### config.mk
export PLATFORM = sky130hd
export DESIGN_NAME = math_subtractor_multicycle_flat
export DESIGN_NICKNAME = d
export VERILOG_FILES = /design/src/rtl/math_pkg.sv /design/src/rtl/math_subtractor_multicycle_if.sv /design/src/rtl/math_subtractor_cla_slice.sv /design/src/rtl/math_subtractor_multicycle.sv /design/src/flat_wrapper.sv
export SDC_FILE = /design/constraint.sdc
export NUM_CORES = 1
export LEC_CHECK = 0
export ABC_CLOCK_PERIOD_IN_PS = 4000
export CORE_MARGIN = 2
export CORE_UTILIZATION = 40
export DETAILED_ROUTE_END_ITERATION = 12
export GPL_TIMING_DRIVEN = 0
export MAX_ROUTING_LAYER = met4
export PLACE_DENSITY = 0.69
export SKIP_CTS_REPAIR_TIMING = 1
export SLEW_MARGIN = 20
export SYNTH_ARGS = -nofsm -noshare
export SYNTH_HDL_FRONTEND = slang
export SYNTH_HIERARCHICAL = 1
export SYNTH_SLANG_ARGS = --single-unit
### constraint.sdc
create_clock -name i_clk -period 4 [get_ports i_clk]
set_clock_uncertainty 0.05 [all_clocks]
set_input_delay 0.4 -clock i_clk [delete_from_list [all_inputs] [get_ports i_clk]]
set_output_delay 0.4 -clock i_clk [all_outputs]
set_load 0.01 [all_outputs]
### src/rtl/math_pkg.sv
// ---------------------------------------------------------------------------
// math_pkg
// Shared definitions for the math library blocks:
//   state_e    - control FSM state encoding (IDLE/RUN/DONE, 2-bit)
//   cnt_width  - width for a counter that indexes n items (minimum 1 bit)
// ---------------------------------------------------------------------------
package math_pkg;

   typedef enum logic [1:0] {
      ST_IDLE = 2'b00,
      ST_RUN  = 2'b01,
      ST_DONE = 2'b10
   } state_e;

   // A counter over a single item still needs one bit to be a legal vector.
   function automatic int cnt_width(input int n);
      int w;
      if (n <= 1) begin
         w = 1;
      end else begin
         w = $clog2(n);
      end
      return w;
   endfunction

endpackage

### src/rtl/math_subtractor_multicycle_if.sv
// ---------------------------------------------------------------------------
// math_subtractor_multicycle_if
// Operand/result handshake bundle of the multicycle subtractor.
//   i_valid/o_ready           - operand handshake (into the subtractor)
//   i_a, i_b, i_borrow_in     - operands
//   o_valid/i_ready           - result handshake (out of the subtractor)
//   o_difference, o_borrow_out, o_overflow - result
// slave  : subtractor side
// master : producer/consumer side
// ---------------------------------------------------------------------------
interface math_subtractor_multicycle_if #(
   parameter int N = 32
);
   logic         i_valid;
   logic         o_ready;
   logic [N-1:0] i_a;
   logic [N-1:0] i_b;
   logic         i_borrow_in;
   logic         o_valid;
   logic         i_ready;
   logic [N-1:0] o_difference;
   logic         o_borrow_out;
   logic         o_overflow;

   modport slave (
      input  i_valid, i_a, i_b, i_borrow_in, i_ready,
      output o_ready, o_valid, o_difference, o_borrow_out, o_overflow
   );

   modport master (
      output i_valid, i_a, i_b, i_borrow_in, i_ready,
      input  o_ready, o_valid, o_difference, o_borrow_out, o_overflow
   );
endinterface

### src/rtl/math_subtractor_cla_slice.sv
// ---------------------------------------------------------------------------
// math_subtractor_cla_slice
// Combinational W-bit borrow-lookahead subtractor: difference = a - b - borrow_in.
//   a, b        - W-bit operands
//   borrow_in   - borrow into bit 0
//   difference  - W-bit result (mod 2^W)
//   borrow_out  - borrow out of bit W-1
// ---------------------------------------------------------------------------
module math_subtractor_cla_slice #(
   parameter int W = 8
) (
   input  logic [W-1:0] a,
   input  logic [W-1:0] b,
   input  logic         borrow_in,
   output logic [W-1:0] difference,
   output logic         borrow_out
);

   logic [W-1:0] gen_s;
   logic [W-1:0] prop_s;
   logic [W-1:0] grp_gen_s;
   logic [W-1:0] grp_prop_s;
   logic [W:0]   borrow_s;

   // Bit borrow generate (a=0,b=1) and propagate (a==b), group prefix terms,
   // then every borrow is formed directly from borrow_in and the group terms.
   always_comb begin
      gen_s      = ~a & b;
      prop_s     = ~(a ^ b);
      grp_gen_s  = '0;
      grp_prop_s = '0;
      borrow_s   = '0;

      grp_gen_s[0]  = gen_s[0];
      grp_prop_s[0] = prop_s[0];
      for (int i = 1; i < W; i++) begin
         grp_gen_s[i]  = gen_s[i] | (prop_s[i] & grp_gen_s[i-1]);
         grp_prop_s[i] = prop_s[i] & grp_prop_s[i-1];
      end

      borrow_s[0] = borrow_in;
      for (int i = 0; i < W; i++) begin
         borrow_s[i+1] = grp_gen_s[i] | (grp_prop_s[i] & borrow_in);
      end

      difference = a ^ b ^ borrow_s[W-1:0];
      borrow_out = borrow_s[W];
   end

endmodule

### src/rtl/math_subtractor_multicycle.sv
// ---------------------------------------------------------------------------
// math_subtractor_multicycle
// N-bit subtractor (a - b - borrow_in) that resolves CHUNK bits per clock,
// keeping the borrow path one slice long. Result appears NUM_CHUNKS clocks
// after the operands are accepted and is held until taken downstream.
//   i_clk, i_rst_n - clock, asynchronous active-low reset
//   bus (slave)    - operand handshake in, result handshake out
// ---------------------------------------------------------------------------
module math_subtractor_multicycle
   import math_pkg::*;
#(
   parameter int N     = 32,
   parameter int CHUNK = 8
) (
   input  logic                          i_clk,
   input  logic                          i_rst_n,
   math_subtractor_multicycle_if.slave   bus
);

   localparam int NUM_CHUNKS = N / CHUNK;
   localparam int CNT_W      = cnt_width(NUM_CHUNKS);
   localparam logic [CNT_W-1:0] LAST_CNT = CNT_W'(NUM_CHUNKS - 1);

   if ((CHUNK < 1) || (CHUNK > N)) begin : g_bad_chunk
      $error("math_subtractor_multicycle: CHUNK must be in 1..N");
   end else if ((N % CHUNK) != 0) begin : g_bad_multiple
      $error("math_subtractor_multicycle: N must be a multiple of CHUNK");
   end

   state_e state_q, state_d;

   logic [CNT_W-1:0]                  cnt_q, cnt_d;
   logic [NUM_CHUNKS-1:0][CHUNK-1:0]  a_q, a_d;
   logic [NUM_CHUNKS-1:0][CHUNK-1:0]  b_q, b_d;
   logic [NUM_CHUNKS-1:0][CHUNK-1:0]  diff_q, diff_d;
   logic                              borrow_q, borrow_d;
   logic                              valid_q, valid_d;
   logic                              bout_q, bout_d;
   logic                              ovf_q, ovf_d;

   logic                              accept_s;
   logic                              last_s;
   logic [CHUNK-1:0]                  slice_diff_s;
   logic                              slice_bout_s;

   assign accept_s = bus.i_valid && (state_q == ST_IDLE);
   assign last_s   = (cnt_q == LAST_CNT);

   math_subtractor_cla_slice #(
      .W (CHUNK)
   ) u_slice (
      .a          (a_q[cnt_q]),
      .b          (b_q[cnt_q]),
      .borrow_in  (borrow_q),
      .difference (slice_diff_s),
      .borrow_out (slice_bout_s)
   );

   // FSM state register.
   always_ff @(posedge i_clk or negedge i_rst_n) begin
      if (!i_rst_n) begin
         state_q <= ST_IDLE;
      end else begin
         state_q <= state_d;
      end
   end

   // FSM next-state logic.
   always_comb begin
      state_d = state_q;
      case (state_q)
         ST_IDLE: begin
            if (accept_s) begin
               state_d = ST_RUN;
            end else begin
               state_d = ST_IDLE;
            end
         end
         ST_RUN: begin
            if (last_s) begin
               state_d = ST_DONE;
            end else begin
               state_d = ST_RUN;
            end
         end
         ST_DONE: begin
            if (bus.i_ready) begin
               state_d = ST_IDLE;
            end else begin
               state_d = ST_DONE;
            end
         end
         default: begin
            state_d = ST_IDLE;
         end
      endcase
   end

   // FSM outputs: valid follows entry into DONE; flags load on the last chunk.
   always_comb begin
      valid_d = (state_d == ST_DONE);
      bout_d  = bout_q;
      ovf_d   = ovf_q;
      if ((state_q == ST_RUN) && last_s) begin
         bout_d = slice_bout_s;
         // Operand signs differ and the result sign left the minuend's sign.
         ovf_d  = (a_q[NUM_CHUNKS-1][CHUNK-1] != b_q[NUM_CHUNKS-1][CHUNK-1]) &&
                  (slice_diff_s[CHUNK-1] != a_q[NUM_CHUNKS-1][CHUNK-1]);
      end else begin
         bout_d = bout_q;
         ovf_d  = ovf_q;
      end
   end

   // Datapath next-state: operand capture on accept, one chunk per RUN cycle.
   always_comb begin
      cnt_d    = cnt_q;
      a_d      = a_q;
      b_d      = b_q;
      diff_d   = diff_q;
      borrow_d = borrow_q;
      case (state_q)
         ST_IDLE: begin
            if (accept_s) begin
               a_d      = bus.i_a;
               b_d      = bus.i_b;
               borrow_d = bus.i_borrow_in;
               cnt_d    = '0;
            end else begin
               cnt_d    = cnt_q;
            end
         end
         ST_RUN: begin
            diff_d[cnt_q] = slice_diff_s;
            borrow_d      = slice_bout_s;
            if (last_s) begin
               cnt_d = '0;
            end else begin
               cnt_d = cnt_q + CNT_W'(1);
            end
         end
         ST_DONE: begin
            cnt_d = cnt_q;
         end
         default: begin
            cnt_d = '0;
         end
      endcase
   end

   // Datapath and output registers.
   always_ff @(posedge i_clk or negedge i_rst_n) begin
      if (!i_rst_n) begin
         cnt_q    <= '0;
         a_q      <= '0;
         b_q      <= '0;
         diff_q   <= '0;
         borrow_q <= 1'b0;
         valid_q  <= 1'b0;
         bout_q   <= 1'b0;
         ovf_q    <= 1'b0;
      end else begin
         cnt_q    <= cnt_d;
         a_q      <= a_d;
         b_q      <= b_d;
         diff_q   <= diff_d;
         borrow_q <= borrow_d;
         valid_q  <= valid_d;
         bout_q   <= bout_d;
         ovf_q    <= ovf_d;
      end
   end

   assign bus.o_ready      = (state_q == ST_IDLE);
   assign bus.o_valid      = valid_q;
   assign bus.o_difference = diff_q;
   assign bus.o_borrow_out = bout_q;
   assign bus.o_overflow   = ovf_q;

endmodule

### src/flat_wrapper.sv
// flat-port wrapper written by rule: the top's interface ports become plain ports
module math_subtractor_multicycle_flat import math_pkg::*;
#(
   parameter int N     = 32,
   parameter int CHUNK = 8
)
  (i_clk, i_rst_n, bus_i_valid, bus_i_a, bus_i_b, bus_i_borrow_in, bus_i_ready, bus_o_ready, bus_o_valid, bus_o_difference, bus_o_borrow_out, bus_o_overflow);
  math_subtractor_multicycle_if #(.N(N)) bus_i ();
  input  logic i_clk;
  input  logic i_rst_n;
  input wire logic [$bits(bus_i.i_valid)-1:0] bus_i_valid;
  input wire logic [$bits(bus_i.i_a)-1:0] bus_i_a;
  input wire logic [$bits(bus_i.i_b)-1:0] bus_i_b;
  input wire logic [$bits(bus_i.i_borrow_in)-1:0] bus_i_borrow_in;
  input wire logic [$bits(bus_i.i_ready)-1:0] bus_i_ready;
  output wire logic [$bits(bus_i.o_ready)-1:0] bus_o_ready;
  output wire logic [$bits(bus_i.o_valid)-1:0] bus_o_valid;
  output wire logic [$bits(bus_i.o_difference)-1:0] bus_o_difference;
  output wire logic [$bits(bus_i.o_borrow_out)-1:0] bus_o_borrow_out;
  output wire logic [$bits(bus_i.o_overflow)-1:0] bus_o_overflow;
  assign bus_i.i_valid = bus_i_valid;
  assign bus_i.i_a = bus_i_a;
  assign bus_i.i_b = bus_i_b;
  assign bus_i.i_borrow_in = bus_i_borrow_in;
  assign bus_i.i_ready = bus_i_ready;
  assign bus_o_ready = bus_i.o_ready;
  assign bus_o_valid = bus_i.o_valid;
  assign bus_o_difference = bus_i.o_difference;
  assign bus_o_borrow_out = bus_i.o_borrow_out;
  assign bus_o_overflow = bus_i.o_overflow;
  math_subtractor_multicycle #(.N(N), .CHUNK(CHUNK)) u_core (.i_clk(i_clk), .i_rst_n(i_rst_n), .bus(bus_i));
endmodule
== Word level (Yosys, flattened, before mapping) ==
Cells that the tools add are included.

* Memories kept: 0
* Flip-flop bits (word level): 104
* Memory bits (read-only): 0
* Memory bits (writable): 0
* Bits of input ports: 69
* Logic and storage cells: 96
* Bits in latches: 0
* Output and inout port bits: 36

* Order comparisons: 2
* Mux-type cells: 16
* Reductions and logical operators: 9
* Equality and inequality tests: 7
* Shift-type cells: 0
* Divide/modulo/power cells: 0
* Bitwise operators: 43
* $mul: 0
* $add $sub $neg: 1

{| class="wikitable"
|+ Operator list
! kind !! count
|-
| $bmux W8 S2 || 2
|-
| $bwmux W32 || 1
|-
| $mux W8 || 3
|-
| $and A1 B1 Y1 || 22
|-
| $demux W8 S2 || 1
|-
| $not A8 Y8 || 2
|-
| $xor A8 B8 Y8 || 2
|-
| $or A1 B1 Y1 || 15
|-
| $pmux W2 S3 || 2
|-
| $and A8 B8 Y8 || 1
|-
| $mux W2 || 4
|-
| $eq A2 B2 Y1 const B || 3
|-
| $reduce_and A2 Y1 || 3
|-
| $logic_and A1 B1 Y1 || 4
|-
| $lt A2 B3 Y1 const B || 1
|-
| $add A2 B1 Y2 const B || 1
|-
| $eq A2 B1 Y1 const B || 1
|-
| $ge A2 B1 Y1 const B || 1
|-
| $logic_not A2 Y1 || 1
|-
| $mux W1 || 2
|-
| $ne A1 B1 Y1 || 2
|-
| $ne A2 B1 Y1 const B || 1
|-
| $pmux W1 S2 || 1
|-
| $reduce_bool A2 Y1 || 1
|-
| $not A1 Y1 || 1
|}

== Longest topological paths before layout ==
Gate-level depths: netlist of run 1.

* Depth after elaboration: 20
* Depth in mapped cells: 12
* Mapped depth without buffers: 10

== By module ==
Netlist of run 1, hierarchy kept.

{| class="wikitable"
|+ Modules (own cells, without submodules)
! module !! times used !! cells an instance !! area each (um2) !! seq. area each (um2)
|-
| math_subtractor_multicycle || 1 || 263 || 4384.2 || 2602.5
|-
| math_subtractor_cla_slice || 1 || 46 || 346.6 || 0.0
|}

== Least setup slack after synthesis of run 1 ==
No wires, ideal clock.

* Path type: flip-flop to flip-flop
* Start: register u_core.cnt_q[0]
* End: register u_core.ovf_q, in the netlist u_core/bus.o_overflow
* Path buffers: 2
* Data arrival time: 2770 ps
* Path slack: 1097 ps
* Setup time: 83 ps
* Data required time: 3867 ps
* Cell stages (with the launch flop): 12
* Clock period less this slack: 2903 ps
* Path through: dfrtp_1 buf_2 buf_4 mux4_2 ha_1 a21oi_2 o2111ai_2 a31oi_2 xnor2_1 and3b_1 a21oi_1 o21ai_0

* Word-level cells in the longest chain between the ends: 20
* Elaborated cells on any way between the ends: 33
* Classes of those cells: eq/ne: 2; mux: 4; bitwise: 25; reduce/logical: 2

{| class="wikitable"
|+ Ends and longest elaborated chain
! item !! line !! RTL
|-
| from (decl) || math_subtractor_multicycle.sv:32 || <nowiki>logic [CNT_W-1:0] cnt_q, cnt_d;</nowiki>
|-
| from (signal assigned) || math_subtractor_multicycle.sv:163 || <nowiki>cnt_q <= cnt_d;</nowiki>
|-
| $bmux W8 S2 (on tied branches) || math_subtractor_multicycle.sv:52, math_subtractor_multicycle.sv:53 ||
|-
| $mux W8 (on tied branches) || math_subtractor_multicycle.sv:52, math_subtractor_multicycle.sv:53 ||
|-
| $xor A8 B8 Y8 or $not A8 Y8 (tied branches) || math_subtractor_cla_slice.sv:29, math_subtractor_cla_slice.sv:46, math_subtractor_cla_slice.sv:28 ||
|-
| $not A8 Y8 or $and A8 B8 Y8 (tied branches) || math_subtractor_cla_slice.sv:29, math_subtractor_cla_slice.sv:28 ||
|-
| $and A1 B1 Y1 || math_subtractor_cla_slice.sv:37 || <nowiki>grp_gen_s[i] = gen_s[i] | (prop_s[i] & grp_gen_s[i-1]);</nowiki>
|-
| $or A1 B1 Y1 || math_subtractor_cla_slice.sv:37 ||
|-
| $and A1 B1 Y1 || math_subtractor_cla_slice.sv:37 ||
|-
| $or A1 B1 Y1 || math_subtractor_cla_slice.sv:37 ||
|-
| [5 not listed] || - ||
|-
| $or A1 B1 Y1 || math_subtractor_cla_slice.sv:37 ||
|-
| $and A1 B1 Y1 || math_subtractor_cla_slice.sv:37 ||
|-
| $or A1 B1 Y1 || math_subtractor_cla_slice.sv:37 ||
|-
| $or A1 B1 Y1 || math_subtractor_cla_slice.sv:43 || <nowiki>borrow_s[i+1] = grp_gen_s[i] | (grp_prop_s[i] & borrow_in);</nowiki>
|-
| $xor A8 B8 Y8 (*) || math_subtractor_cla_slice.sv:46 || <nowiki>difference = a ^ b ^ borrow_s[W-1:0];</nowiki>
|-
| via u_core.slice_diff_s[7] || math_subtractor_multicycle.sv:43 || <nowiki>logic [CHUNK-1:0] slice_diff_s;</nowiki>
|-
| $ne A1 B1 Y1 (*) || math_subtractor_multicycle.sv:108 || <nowiki>(slice_diff_s[CHUNK-1] != a_q[NUM_CHUNKS-1][CHUNK-1]);</nowiki>
|-
| $logic_and A1 B1 Y1 (*) || math_subtractor_multicycle.sv:107 || <nowiki>ovf_d = (a_q[NUM_CHUNKS-1][CHUNK-1] != b_q[NUM_CHUNKS-1][CHUNK-1]) &&</nowiki>
|-
| to (signal assigned) || math_subtractor_multicycle.sv:170 || <nowiki>ovf_q <= ovf_d;</nowiki>
|-
| to (decl) || math_subtractor_multicycle.sv:39 || <nowiki>logic ovf_q, ovf_d;</nowiki>
|}

The timed path passes the listed nets; every way through them passes the cells marked *. The select of a mux whose other input is x is not followed.
A chain may end at the register's enable or synchronous reset.

== Final worst setup path of run 1 ==
Same ends and word-level chain as after synthesis.

==> flow_metrics.env, run 1 <==
export IMPL_status="finished, final reports clean"
export IMPL_syn_inst=309
export IMPL_fill_cells=955
export IMPL_cts_root_buf="clkbuf_16"
export IMPL_worstMarginPinSlew_ps=601
export IMPL_clk_pin_slew_ps=70
export IMPL_ys_seq_area_share_pct=55.0
export IMPL_yosysMostFrequentCell="dfrtp_1"
export IMPL_setup_viol=0
export IMPL_dieArea_um2=12700
export IMPL_final_nets=508
export IMPL_crit_type="flop to flop"
export IMPL_gp_congestion=0.807
export IMPL_cts_tree="done"
export IMPL_layout_setup_ws_ps=661
export IMPL_clk_latency_ps=340
export IMPL_synthArstFlopShare_pct=100
export IMPL_synth_edff_count=0
export IMPL_avgViaCountPerCell=5.00
export IMPL_leakage_nw=2.64
export IMPL_finalHoldViolations=0
export IMPL_clock_sinks=104
export IMPL_dpl_hpwl_um=7450
export IMPL_ir_drop_mv=0.476
export IMPL_die_y_um=113
export IMPL_drc=0
export IMPL_syn_num_nets=391
export IMPL_drive_above_1_share_pct=34.6
export IMPL_syn_to_final_growth_pct=32.8
export IMPL_avgSynthCellArea_um2=15.3
export IMPL_cp_required_ps=4210
export IMPL_grt_pass1_wl_um=16300
export IMPL_ios=105
export IMPL_synth_ff_type="dfrtp_1"
export IMPL_synth_commonest_cells="104 x dfrtp_1, 93 x mux2_2, 16 x mux4_2"
export IMPL_synth_area_top_cells="dfrtp_1 55%, mux2_2 22%, mux4_2 7.6%, ha_1 3.2%, buf_6 1.4%"
export IMPL_cts_made_buffers=9
export IMPL_cts_max_path_buffers=2
export IMPL_maxCapViolCount=0
export IMPL_htree_levels=3
export IMPL_final_util_pct=54.8
export IMPL_grt_pass1_vias=3109
export IMPL_seqCellArea_um2=2600
export IMPL_ant_nets=0
export IMPL_critPathMaxFanout=10
export IMPL_endpoint_kind="flop"
export IMPL_ys_warn_count=6
export IMPL_wl_per_cell_um=17.1
export IMPL_cp_arrival_ps=3550
export IMPL_netlist_area_um2=4730
export IMPL_insertedDiodeCount=0
export IMPL_period_share_pct=83.5
export IMPL_die_x_um=113
export IMPL_synth_top_cell_area_share_pct=55.0
export IMPL_io_buffers=104
export IMPL_synth_area_leader_cell="dfrtp_1"
export IMPL_antenna_found_initial=0
export IMPL_slew_headroom_pct=59.8
export IMPL_place_ws_ps=606
export IMPL_multiInputGateArea_um2=1970
export IMPL_min_period_ps=3340
export IMPL_comb_power_share_pct=55.7
export IMPL_grt_total_usage_pct=16.9
export IMPL_drtIter0Drc=115
export IMPL_dr_pass1_iters=4
export IMPL_switchingPower_mw=2.30
export IMPL_power_per_cell_area_nw_per_um2=985
export IMPL_grt_ovfl_total=0
export IMPL_rsz0062_at_grt="false"
export IMPL_wl_um=9820
export IMPL_internal_power_mw=3.89
export IMPL_grt_max_degree=54
export IMPL_hold_path_class="flop to flop"
export IMPL_coreArea_um2=11500
export IMPL_pwr_share_clk_pct=13.7
export IMPL_start_util_pct=41.3
export IMPL_max_freq_mhz=300
export IMPL_vias=2871
export IMPL_slew_viol_final=0
export IMPL_synth_seq_cells=104
export IMPL_sw_frac_of_total_pct=37.2
export IMPL_rows=39
export IMPL_start_kind="flop"
export IMPL_synthDistinctLibCells=34
export IMPL_seq_power_share_pct=30.7
==> kinds of logic after synthesis <==
group	Yosys count	synth area share, %
adder cells (fa/ha/maj)	13	3.60
AO/OA/AOI/OAI	17	2.64
AND/OR/NAND/NOR	26	3.09
buffers and inverters	28	3.41
XOR/XNOR	7	1.30
multiplexers	114	30.9
flip-flops	104	55.0
==> worst max-delay path, stage by stage, from the launching register on <==
cell	delay, ps
dfrtp_1	380
buf_2	320
buf_4	290
mux4_2	560
ha_1	370
nand3_1	130
o2111ai_2	210
a31oi_2	170
xnor2_1	400
and3b_1	210
a21oi_1	40
o21ai_0	140
==> path summary, 6_finish.rpt <==
| path | startpoint | end | slack, ps | depth (start not counted) |
|---|---|---|---|---|
| max | u_core/cnt_q[0] | u_core/bus.o_overflow | 660 | 11 |
| min in group asynchronous | i_rst_n | u_core/bus.o_overflow | 520 | 2 |
| min reg2reg | u_core/a_q[24] | u_core/a_q[24] | 440 | 1 |
| min | u_core/a_q[24] | u_core/a_q[24] | 440 | 1 |
| max reg2reg | u_core/cnt_q[0] | u_core/bus.o_overflow | 660 | 11 |
| max in group asynchronous | i_rst_n | u_core/b_q[4] | 2760 | 3 |
==> cells in the final DEF, fill, tap and decap left out, types with 6 or more instances in the layout <==
cell type        instances
dfrtp_1                104
clkdlybuf4s50_1        103
mux2_2                  93
mux4_2                  16
inv_1                   15
ha_1                    12
clkbuf_16                9
buf_6                    7
nor2_1                   7
buf_2                    6
==> metal layers <==
metal	part of all wire, %	routed length (um)	GRT usage [%]
met1	47	4570	23.4
met2	48	4690	26.5
met3	4.8	468	2.68
met4	0.99	97	4.39
met5	0	0	-
==> flip-flops by register name (all words and copies together), names as in the netlist <==
name and cells:
u_core/bus.o_valid 1, u_core/bus.o_borrow_out 1, u_core/cnt_q 2, u_core/b_q 32, u_core/a_q 32, u_core/borrow_q 1
u_core/state_q 2, u_core/bus.o_difference 32, u_core/bus.o_overflow 1
==> power by group through the flow <==
stage          Sequential, mW  Clock, mW  Combinational, mW
6_report                 1.90      0.846               3.45
5_1_grt                  1.97      0.910               3.81
4_1_cts                  1.90      0.872               3.48
3_5_place_dp             1.93          0               3.47
3_3_place_gp             1.90          0               3.37
2_1_floorplan            1.92          0               2.35
==> metrics by stage <==
step	instances	area (um2)	TNS [ps]	hold WS (ps)	total power, mW
6_report	574	6280	0	436	6.19
5_1_grt	574	6280	0	463	6.69
4_1_cts	573	6270	0	-36.5	6.26
3_5_place_dp	557	5980	0	330	5.40
3_3_place_gp	556	5950	-138580	418	5.27
2_1_floorplan	309	4730	0	54.4	4.27
==> cell type report <==
cell class	instances	share of cell area [%]
clock buffers	11	4.02
inverters	15	0.896
multi-input cells	177	31.3
plain buffers	13	1.67
flip-flops and latches	104	41.4
well taps	143	2.85
repair buffers	106	17.2
clock inverters	5	0.618
(Power assumes the default switching activity.)
==> run 2: changes to the inputs <==
--- a/config.mk
+++ b/config.mk
@@ -5,7 +5,7 @@
 export SDC_FILE = /design/constraint.sdc
 export NUM_CORES = 1
 export LEC_CHECK = 0
-export ABC_CLOCK_PERIOD_IN_PS = 4000
+export ABC_CLOCK_PERIOD_IN_PS = 3350
 export CORE_MARGIN = 2
 export CORE_UTILIZATION = 40
 export DETAILED_ROUTE_END_ITERATION = 12
==> constraint.sdc (replaced) <==
create_clock -name i_clk -period 3.35 [get_ports i_clk]
set_clock_uncertainty 0.05 [all_clocks]
set_input_delay 0.335 -clock i_clk [delete_from_list [all_inputs] [get_ports i_clk]]
set_output_delay 0.335 -clock i_clk [all_outputs]
set_load 0.01 [all_outputs]
==> run 2 against run 1 <==
Effect of this change:
- combinational power is 22% higher
- largest power group unchanged
- final cell count stayed put
- critical path depth stayed put
- global-route usage stayed put
- worst setup slack worse by 360 ps
- power is 21% higher
- register-to-register slack worse by 360 ps
- fmax is 9.6% higher
==> flow_metrics.env, run 2 (synthesis gave the netlist of run 1 again) <==
export IMPL_drive_above_1_share_pct=34.8
export IMPL_layout_common_cells="104 x dfrtp_1, 103 x clkdlybuf4s50_1, 93 x mux2_2, 16 x mux4_2, 15 x inv_1"
export IMPL_start_util_pct=41.3
export IMPL_clk_pin_slew_ps=70
export IMPL_dieArea_um2=12700
export IMPL_dpl_cell_area_um2=5980
export IMPL_rows=39
export IMPL_dr_pass1_iters=4
export IMPL_fill_cells=956
export IMPL_dpl_hpwl_um=7450
export IMPL_cp_slowest_stage_delay_ps=550
export IMPL_clk_latency_ps=340
export IMPL_fin_area_um2=6300
export IMPL_fin_cells=574
export IMPL_clock_sinks=104
export IMPL_cts_max_path_buffers=2
export IMPL_ios=105
export IMPL_drc=0
export IMPL_wl_per_cell_um=17.2
export IMPL_final_util_pct=55.0
export IMPL_start_kind="flop"
export IMPL_avgViaCountPerCell=5.02
export IMPL_grt_max_degree=54
export IMPL_crit_type="flop to flop"
export IMPL_coreArea_um2=11500
export IMPL_cts_tree="done"
export IMPL_cp_required_ps=3560
export IMPL_critPathMaxFanout=10
export IMPL_syn_to_final_growth_pct=33.2
export IMPL_worstMarginPinSlew_ps=590
export IMPL_fin_setup_tns_ps=0
export IMPL_io_buffers=104
export IMPL_vias=2884
export IMPL_wl_um=9850
export IMPL_place_ws_ps=-43.7
export IMPL_status="finished, final reports clean"
export IMPL_period_share_pct=90.9
export IMPL_drtIter0Drc=116
export IMPL_setup_viol=0
export IMPL_slew_headroom_pct=60.6
export IMPL_cts_made_buffers=9
export IMPL_ir_drop_mv=0.568
export IMPL_max_freq_mhz=328
export IMPL_grt_total_usage_pct=16.9
export IMPL_leakage_nw=2.65
export IMPL_gp_congestion=0.807
export IMPL_min_period_ps=3050
export IMPL_power_total_mw=7.50
export IMPL_hold_path_class="flop to flop"
export IMPL_htree_levels=3
export IMPL_power_per_cell_area_nw_per_um2=1190
export IMPL_grt_pass1_wl_um=16300
export IMPL_antenna_found_initial=0
export IMPL_rsz0062_at_grt="false"
export IMPL_die_x_um=113
export IMPL_ant_nets=0
export IMPL_dp_cells=557
export IMPL_crit_path_cell_trace="buf_4 -> buf_6 -> mux4_2 -> ha_1 -> nand3_1 -> o2111ai_2 -> a31oi_4 -> xnor2_2 -> and3b_1 -> a21oi_1 -> o21ai_0"
export IMPL_final_common_cell="dfrtp_1"
export IMPL_die_y_um=113
export IMPL_maxCapViolCount=0
export IMPL_endpoint_kind="flop"
export IMPL_cp_arrival_ps=3250
export IMPL_layout_setup_ws_ps=304
export IMPL_critPathSlowestCell="mux4_2"
export IMPL_grt_pass1_vias=3109
export IMPL_cts_root_buf="clkbuf_16"
export IMPL_insertedDiodeCount=0
export IMPL_final_nets=508
export IMPL_finalHoldViolations=0
export IMPL_slew_viol_final=0
export IMPL_timing_hold_ws_ps=436
export IMPL_grt_ovfl_total=0
-- run 2: changes by cell type in the layout (fill, tap and decap cells not counted) --
cell / delta
buf_2: -1
a31oi_4: +1
buf_6: +1
a31oi_2: -1
xnor2_1: -1
xnor2_2: +1
-- run 2: final timing paths --
check | from | to | slack [ps] | cells after the start
worst max-delay path | u_core/cnt_q[0] | u_core/bus.o_overflow | 300 | 11
worst min-delay path | u_core/a_q[25] | u_core/a_q[25] | 440 | 1
max in group asynchronous | i_rst_n | u_core/b_q[4] | 2170 | 3
worst max register to register | u_core/cnt_q[0] | u_core/bus.o_overflow | 300 | 11
worst min register to register | u_core/a_q[25] | u_core/a_q[25] | 440 | 1
min in group asynchronous | i_rst_n | u_core/bus.o_overflow | 450 | 2
-- run 2: final cells by class --
type	instances	area (um2)	share of cell area [%]
clock buffer	11	253	4.01
buffer	13	111	1.77
clock inverter	5	38.8	0.615
tap	143	179	2.84
multi-input combinational	177	1980	31.5
timing repair buffer	106	1080	17.1
sequential	104	2600	41.3
inverter	15	56.3	0.893
-- run 2: report_power, final --
group	internal, mW	leakage, nW	total (mW)	switching, mW
Combinational	2.22	1.27	4.22	2.00
Clock	0.550	0.143	1.01	0.459
Sequential	1.93	1.24	2.27	0.340
-- run 2: routing by layer --
metal	routed length (um)	share of wire [%]	GRT usage, %	vias up
met2	4730	48	26.5	73
met5	0	0	-	-
met3	438	4.4	2.68	8
met4	97	0.98	4.39	0
li1	-	-	-	1347
met1	4580	46	23.4	1456
-- run 2: worst max-delay path: cells and delay by family, from the launching register on --
kind	cells	cell delay, ps
xor+xnor	1	260
mux	1	550
buf+inv	2	450
simple gates	2	320
flops	1	380
compound gates	4	580
fa+ha+maj	1	370
